File: src/rtl/sram_pkg.sv
// Shared widths, FSM encoding and port identifiers for the SRAM arbiter slice.
package sram_pkg;

    localparam int unsigned ADDR_W = 13;
    localparam int unsigned DATA_W = 8;

    typedef enum logic [1:0] {
        IDLE      = 2'd0,
        WAIT_LOW  = 2'd1,
        WAIT_HIGH = 2'd2
    } state_t;

    localparam logic PORT_A = 1'b0;
    localparam logic PORT_B = 1'b1;

endpackage

File: src/rtl/rr_arb2.sv
// Combinational two-way round-robin pick; on a tie the port that did not win last time goes.
module rr_arb2
    import sram_pkg::*;
(
    input  logic a_req,
    input  logic b_req,
    input  logic last,
    output logic grant_valid,
    output logic grant_id
);

    always_comb begin
        grant_valid = a_req | b_req;
        grant_id    = PORT_A;
        if (a_req && b_req) begin
            grant_id = ~last;
        end else if (b_req) begin
            grant_id = PORT_B;
        end
    end

endmodule

File: src/rtl/sram_arbiter.sv
// Shares one sram_driver between two requesters: grants one word op at a time,
// sequences the driver start/ready handshake and returns read data to the winner.
module sram_arbiter #(
    parameter int unsigned ADDR_W = sram_pkg::ADDR_W,
    parameter int unsigned DATA_W = sram_pkg::DATA_W
) (
    input  logic              clk,
    input  logic              n_reset,
    input  logic              a_req,
    input  logic              a_we,
    input  logic [ADDR_W-1:0] a_addr,
    input  logic [DATA_W-1:0] a_wdata,
    output logic              a_ack,
    output logic              a_done,
    output logic [DATA_W-1:0] a_rdata,
    input  logic              b_req,
    input  logic              b_we,
    input  logic [ADDR_W-1:0] b_addr,
    input  logic [DATA_W-1:0] b_wdata,
    output logic              b_ack,
    output logic              b_done,
    output logic [DATA_W-1:0] b_rdata,
    input  logic              drv_ready,
    input  logic [DATA_W-1:0] drv_data_out,
    output logic              drv_start,
    output logic              drv_re,
    output logic [ADDR_W-1:0] drv_address,
    output logic [DATA_W-1:0] drv_data_in,
    output logic              busy
);

    import sram_pkg::*;

    state_t            state_q, state_d;
    logic              last_q, last_d;
    logic              grant_valid, grant_id;
    logic              drv_start_d, drv_re_d, busy_d;
    logic [ADDR_W-1:0] drv_address_d;
    logic [DATA_W-1:0] drv_data_in_d;
    logic              a_ack_d, b_ack_d, a_done_d, b_done_d;
    logic [DATA_W-1:0] a_rdata_d, b_rdata_d;

    rr_arb2 u_rr_arb2 (
        .a_req       (a_req),
        .b_req       (b_req),
        .last        (last_q),
        .grant_valid (grant_valid),
        .grant_id    (grant_id)
    );

    // last_q doubles as the owner of the in-flight op: it is written on every grant.
    always_comb begin
        state_d       = state_q;
        last_d        = last_q;
        drv_start_d   = 1'b0;
        drv_re_d      = drv_re;
        drv_address_d = drv_address;
        drv_data_in_d = drv_data_in;
        a_ack_d       = 1'b0;
        b_ack_d       = 1'b0;
        a_done_d      = 1'b0;
        b_done_d      = 1'b0;
        a_rdata_d     = a_rdata;
        b_rdata_d     = b_rdata;

        case (state_q)
            IDLE: begin
                if (drv_ready && grant_valid) begin
                    state_d     = WAIT_LOW;
                    last_d      = grant_id;
                    drv_start_d = 1'b1;
                    if (grant_id == PORT_A) begin
                        a_ack_d       = 1'b1;
                        drv_re_d      = ~a_we;
                        drv_address_d = a_addr;
                        drv_data_in_d = a_wdata;
                    end else begin
                        b_ack_d       = 1'b1;
                        drv_re_d      = ~b_we;
                        drv_address_d = b_addr;
                        drv_data_in_d = b_wdata;
                    end
                end
            end
            WAIT_LOW: begin
                if (!drv_ready) begin
                    state_d = WAIT_HIGH;
                end
            end
            WAIT_HIGH: begin
                if (drv_ready) begin
                    state_d = IDLE;
                    if (last_q == PORT_A) begin
                        a_done_d = 1'b1;
                        if (drv_re) a_rdata_d = drv_data_out;
                    end else begin
                        b_done_d = 1'b1;
                        if (drv_re) b_rdata_d = drv_data_out;
                    end
                end
            end
            default: state_d = IDLE;
        endcase

        busy_d = (state_d != IDLE);
    end

    always_ff @(posedge clk or negedge n_reset) begin
        if (!n_reset) begin
            state_q     <= IDLE;
            last_q      <= PORT_B;
            drv_start   <= 1'b0;
            drv_re      <= 1'b0;
            drv_address <= '0;
            drv_data_in <= '0;
            a_ack       <= 1'b0;
            b_ack       <= 1'b0;
            a_done      <= 1'b0;
            b_done      <= 1'b0;
            a_rdata     <= '0;
            b_rdata     <= '0;
            busy        <= 1'b0;
        end else begin
            state_q     <= state_d;
            last_q      <= last_d;
            drv_start   <= drv_start_d;
            drv_re      <= drv_re_d;
            drv_address <= drv_address_d;
            drv_data_in <= drv_data_in_d;
            a_ack       <= a_ack_d;
            b_ack       <= b_ack_d;
            a_done      <= a_done_d;
            b_done      <= b_done_d;
            a_rdata     <= a_rdata_d;
            b_rdata     <= b_rdata_d;
            busy        <= busy_d;
        end
    end

endmodule
File: config.mk
export PLATFORM = sky130hd
export DESIGN_NAME = sram_arbiter
export DESIGN_NICKNAME = d
export VERILOG_FILES = /design/src/rtl/sram_pkg.sv /design/src/rtl/rr_arb2.sv /design/src/rtl/sram_arbiter.sv
export SDC_FILE = /design/constraint.sdc
export NUM_CORES = 1
export LEC_CHECK = 0
export CORE_MARGIN = 5
export CORE_UTILIZATION = 35
export CTS_CLUSTER_DIAMETER = 40
export DETAILED_ROUTE_END_ITERATION = 10
export MAX_ROUTING_LAYER = met4
export PLACE_DENSITY = 0.8
export RECOVER_POWER = 50
export SLEW_MARGIN = 15
export SYNTH_ARGS = -nofsm -noshare
export SYNTH_HDL_FRONTEND = slang
export SYNTH_SLANG_ARGS = --single-unit
File: constraint.sdc
create_clock -name clk -period 1.28 [get_ports clk]
set_input_delay 0.256 -clock clk [delete_from_list [all_inputs] [get_ports clk]]
set_output_delay 0.256 -clock clk [all_outputs]
set_load 0.005 [all_outputs]
==> flow_results.xml, run 1 <==
<?xml version="1.0" encoding="UTF-8"?>
<metrics>
  <group name="logic_synthesis">
    <metric name="post_synth_and_or_nand_nor_area_fraction" unit="">0.131</metric>
    <metric name="netlist.area_leader.share" unit="">0.594</metric>
    <metric name="yosysSeqAreaShare" unit="">0.607</metric>
    <metric name="synth_top_family_by_area" unit="">simple AND/OR/NAND/NOR gates</metric>
    <metric name="synth_fp_nets" unit="">194</metric>
    <metric name="synth-seq-cells" unit="">47</metric>
    <metric name="synth-main-ff-cell" unit="">dfrtp_1</metric>
    <metric name="synth_area" unit="sq um">1940</metric>
    <metric name="synth-warning-count" unit="">0</metric>
    <metric name="post_synth_inst_count" unit="">137</metric>
    <metric name="synth_area_leaders" unit="">dfrtp_1 59%, a221o_1 11%, and3_1 7.4%</metric>
    <metric name="synth.mux.area_fraction" unit="">0.0930</metric>
    <metric name="asr_flop_ratio_synth" unit="">1.00</metric>
    <metric name="synth_enable_flop_cells" unit="">0</metric>
    <metric name="synth_cell_types" unit="">26</metric>
    <metric name="post_synth_fa_ha_maj_area_fraction" unit="">0</metric>
    <metric name="synth-xor-area-share" unit="">0.00452</metric>
    <metric name="synth.largest_area_cell" unit="">dfrtp_1</metric>
    <metric name="synth_compound_area_frac" unit="">0.125</metric>
    <metric name="synth.avg_cell_area" unit="sq um">14.1</metric>
  </group>
  <group name="final_layout">
    <metric name="area_growth_syn_to_fin" unit="%">74.0</metric>
    <metric name="postLayoutCellArea" unit="sq um">3370</metric>
    <metric name="diodes" unit="">0</metric>
    <metric name="drive_gt1_frac" unit="">0.242</metric>
    <metric name="final_net_count" unit="">329</metric>
  </group>
  <group name="routing">
    <metric name="vias" unit="">1707</metric>
    <metric name="final_antenna_net_count" unit="">0</metric>
    <metric name="routed_via_count_divided_by_cell_count" unit="">4.95</metric>
    <metric name="routedWlPerCell" unit="um">16.7</metric>
    <metric name="postRouteWirelength" unit="um">5780</metric>
    <metric name="drt-initial-drc-count" unit="">51</metric>
    <metric name="detail_route.first_pass.iterations" unit="">4</metric>
    <metric name="drc" unit="">0</metric>
  </group>
  <group name="cts">
    <metric name="clk_path_buf_depth" unit="">2</metric>
    <metric name="clock_tree.root_cell" unit="">clkbuf_8</metric>
    <metric name="cts_num_sinks" unit="">47</metric>
    <metric name="clock_latency" unit="ns">0.29</metric>
    <metric name="cts_made_buffers" unit="">5</metric>
    <metric name="ctsHtreeMaxLevel" unit="">2</metric>
    <metric name="clkSlewWorstSetupHoldPaths" unit="ns">0.08</metric>
    <metric name="tritoncts" unit="">yes</metric>
  </group>
  <group name="pwr">
    <metric name="seqPwrFrac" unit="">0.434</metric>
    <metric name="cellLeakagePower" unit="nW">1.75</metric>
    <metric name="power.switching_fraction" unit="">0.276</metric>
    <metric name="total_switching_power" unit="mW">1.49</metric>
    <metric name="power_per_cell_area" unit="nW/um^2">1600</metric>
    <metric name="total_power" unit="mW">5.38</metric>
    <metric name="cellInternalPower" unit="mW">3.89</metric>
    <metric name="power.combinational.fraction" unit="">0.412</metric>
    <metric name="vdd_drop_max" unit="uV">643</metric>
    <metric name="clock_power_share" unit="">0.154</metric>
  </group>
  <group name="placement">
    <metric name="postPlaceCellArea" unit="sq um">3100</metric>
    <metric name="io_buffer_count" unit="">100</metric>
    <metric name="detailedPlacementHpwl" unit="um">3920</metric>
    <metric name="weighted_congestion_at_the_end_of_routability_driven_global_placement" unit="">0.793</metric>
  </group>
  <group name="sta">
    <metric name="post-route-worst-setup-slack" unit="ns">-0.143</metric>
    <metric name="fin_crit_sh" unit="">1.11</metric>
    <metric name="slew_headroom" unit="">0.592</metric>
    <metric name="finalWorstPathRequiredPeriod" unit="ns">1.42</metric>
    <metric name="slew_violations" unit="">0</metric>
    <metric name="fin_worst_skew" unit="ns">0.00431</metric>
    <metric name="max_clock_freq" unit="MHz">703</metric>
    <metric name="final-setup-viol-count" unit="">38</metric>
    <metric name="worst_slew_pin_slew" unit="ns">0.612</metric>
    <metric name="final_hold_viol_count" unit="">0</metric>
    <metric name="unrepaired_setup_endpoints_after_global_routing" unit="">true</metric>
  </group>
  <group name="setup_path">
    <metric name="critical_path.endpoint_type" unit="">flip-flop</metric>
    <metric name="worstPathMaxFanout" unit="">16</metric>
    <metric name="critical_path.startpoint_type" unit="">flip-flop</metric>
    <metric name="worst_path_max_delay_cell" unit="">dfrtp_2</metric>
    <metric name="path_buf_inv" unit="">1</metric>
    <metric name="critPathMaxStageDelay" unit="ns">0.45</metric>
    <metric name="path_cells" unit="">nor3b_4, o21ai_2, buf_12, a221o_1</metric>
    <metric name="critPathTopFamily" unit="">compound AO/OA/AOI/OAI gates</metric>
    <metric name="crit_type" unit="">reg2reg</metric>
    <metric name="crit_required" unit="ns">1.46</metric>
    <metric name="crit_arrival" unit="ns">1.60</metric>
  </group>
  <group name="floorplan">
    <metric name="initial_utilization" unit="">0.356</metric>
    <metric name="die_y" unit="um">84.4</metric>
    <metric name="fp.dieArea" unit="sq um">7130</metric>
    <metric name="floorplan.die.width" unit="um">84.4</metric>
    <metric name="floorplan.core_area" unit="sq um">5440</metric>
    <metric name="ios" unit="">101</metric>
    <metric name="std_cell_rows" unit="">27</metric>
  </group>
  <group name="global_route">
    <metric name="grt_usage" unit="">0.171</metric>
    <metric name="grt_pass1_wl" unit="um">9320</metric>
    <metric name="grt_antenna_before_repair" unit="">0</metric>
    <metric name="vias_in_the_first_global_route" unit="">1870</metric>
    <metric name="overflow" unit="">0</metric>
    <metric name="pin_count_of_the_biggest_net_entering_global_routing" unit="">48</metric>
  </group>
  <group name="run_status">
    <metric name="failed_checks" unit="">setup timing</metric>
    <metric name="run_status" unit="">complete, but fails checks</metric>
  </group>
  <group name="run">
    <metric name="drv.max_cap_violation_count" unit="">0</metric>
  </group>
  <group name="min_path">
    <metric name="worst_hold_path_class" unit="">reg2reg</metric>
  </group>
</metrics>
==> stage by stage <==
stage	TNS [ns]	std cells	util	worst slack (ns)	hold WS (ns)
floorplan	-1.19	137	-	-0.0464	-0.0396
global placement	-15.60	313	0.570	-0.409	0.257
detailed placement	-16.82	313	0.570	-0.456	0.256
CTS	-4.22	343	0.617	-0.155	0.473
global route	-5.87	345	0.620	-0.185	0.501
finish	-3.50	345	0.620	-0.143	0.488
==> layer usage <==
metal,wire (um),track usage,vias up
li1,-,-,806
met1,2350,0.196,797
met2,2810,0.292,98
met3,555,0.0540,6
met4,61,0.0446,0
met5,0,-,-
==> worst paths after layout <==
check,startpoint,end,slack (ns),cells after the start
max,state_q[1],drv_data_in[6],-0.14,4
min,a_rdata[4],a_rdata[4],0.49,1
min reg2reg,a_rdata[4],a_rdata[4],0.49,1
max reg2reg,state_q[1],drv_data_in[6],-0.14,4
min in group asynchronous,n_reset,drv_data_in[3],0.62,3
max in group asynchronous,n_reset,state_q[0],0.23,3
==> synthesized netlist by cell type (all sizes together) (2+ instances only) <==
cell type and n:
clkbuf 2, a221o 22, buf 7, nand2 2
inv 2, and4bb 2, dfrtp 46, and3 23
mux2 16, nand2b 2, nor2 2
==> cells by family (layout without fill, tap and decap cells) <==
group / Yosys count / count (layout)
AND/OR/NAND/NOR: 37 / 40
multiplexers: 16 / 16
AO/OA/AOI/OAI: 25 / 25
flip-flops: 47 / 47
buffers and inverters: 11 / 144
XOR/XNOR: 1 / 1
==> timing repair <==
action / 4_1_cts / 5_1_grt
hold buffers: 1 / 0
pin swaps: 1 / 2
buffers inserted: 17 / 2
gates cloned: 4 / 0
hold endpoints to repair: 46 / 0
resized for setup: 60 / 4
setup endpoints to repair: 83 / 39
==> worst register-to-register path: stages (launching register included) <==
cell	delay [ns]
dfrtp_2	0.45
nor3b_4	0.23
o21ai_2	0.12
buf_12	0.16
a221o_1	0.35
==> layout by cell type, fill, tap and decap left out, drive strengths merged <==
master,synthesis,final
clkdlybuf4s50,0,53
dlygate4sd2,0,46
dfrtp,46,46
buf,7,33
and3,23,23
a221o,22,22
mux2,16,16
clkbuf,2,8
and4bb,2,5
nand2b,2,2
nor2,2,2
inv,2,2
nand2,2,2
nor3,1,1
xnor2,1,1
nor3b,1,1
o21ai,1,1
o22ai,1,1
nor2b,1,1
and2,1,1
nand4,1,1
and3b,1,1
a21o,1,1
clkinv,0,1
dlygate4sd3,0,1
dfstp,1,1
==> power by group through the flow <==
stage               logic [mW]  clock network, mW  registers (mW)
floorplan                0.687                  0            2.39
CTS                       2.23              0.865            2.32
global route              2.40              0.914            2.40
global placement          2.13                  0            2.38
detailed placement        2.18                  0            2.38
finish                    2.22              0.830            2.33
==> sequential cells by signal (all words and copies together) (netlist names), 2 cells and up <==
signal       count
a_rdata          8
b_rdata          8
drv_address     13
drv_data_in      8
state_q          2
==> layout make-up <==
type                       count  area [sq um]
tap                           72          90.1
sequential                    47          1180
inverter                       2          7.51
fill                         469          2070
multi-input combinational     82           779
clock buffer                   7          76.3
clock inverter                 1          5.00
timing repair buffer         134          1230
Power figures use the tool's default switching activity.
==> inputs of run 2 (changes only) <==
GPL_ROUTABILITY_DRIVEN = 0   (was unset)
==> results of run 2 <==
Same layout as run 1: the final DEF is identical, and so are final timing and power.
==> inputs of run 3 (changes only) <==
SLEW_MARGIN = 20   (was 15)
==> results of run 3 <==
Same layout as run 1: the final DEF is identical, and so are final timing and power.
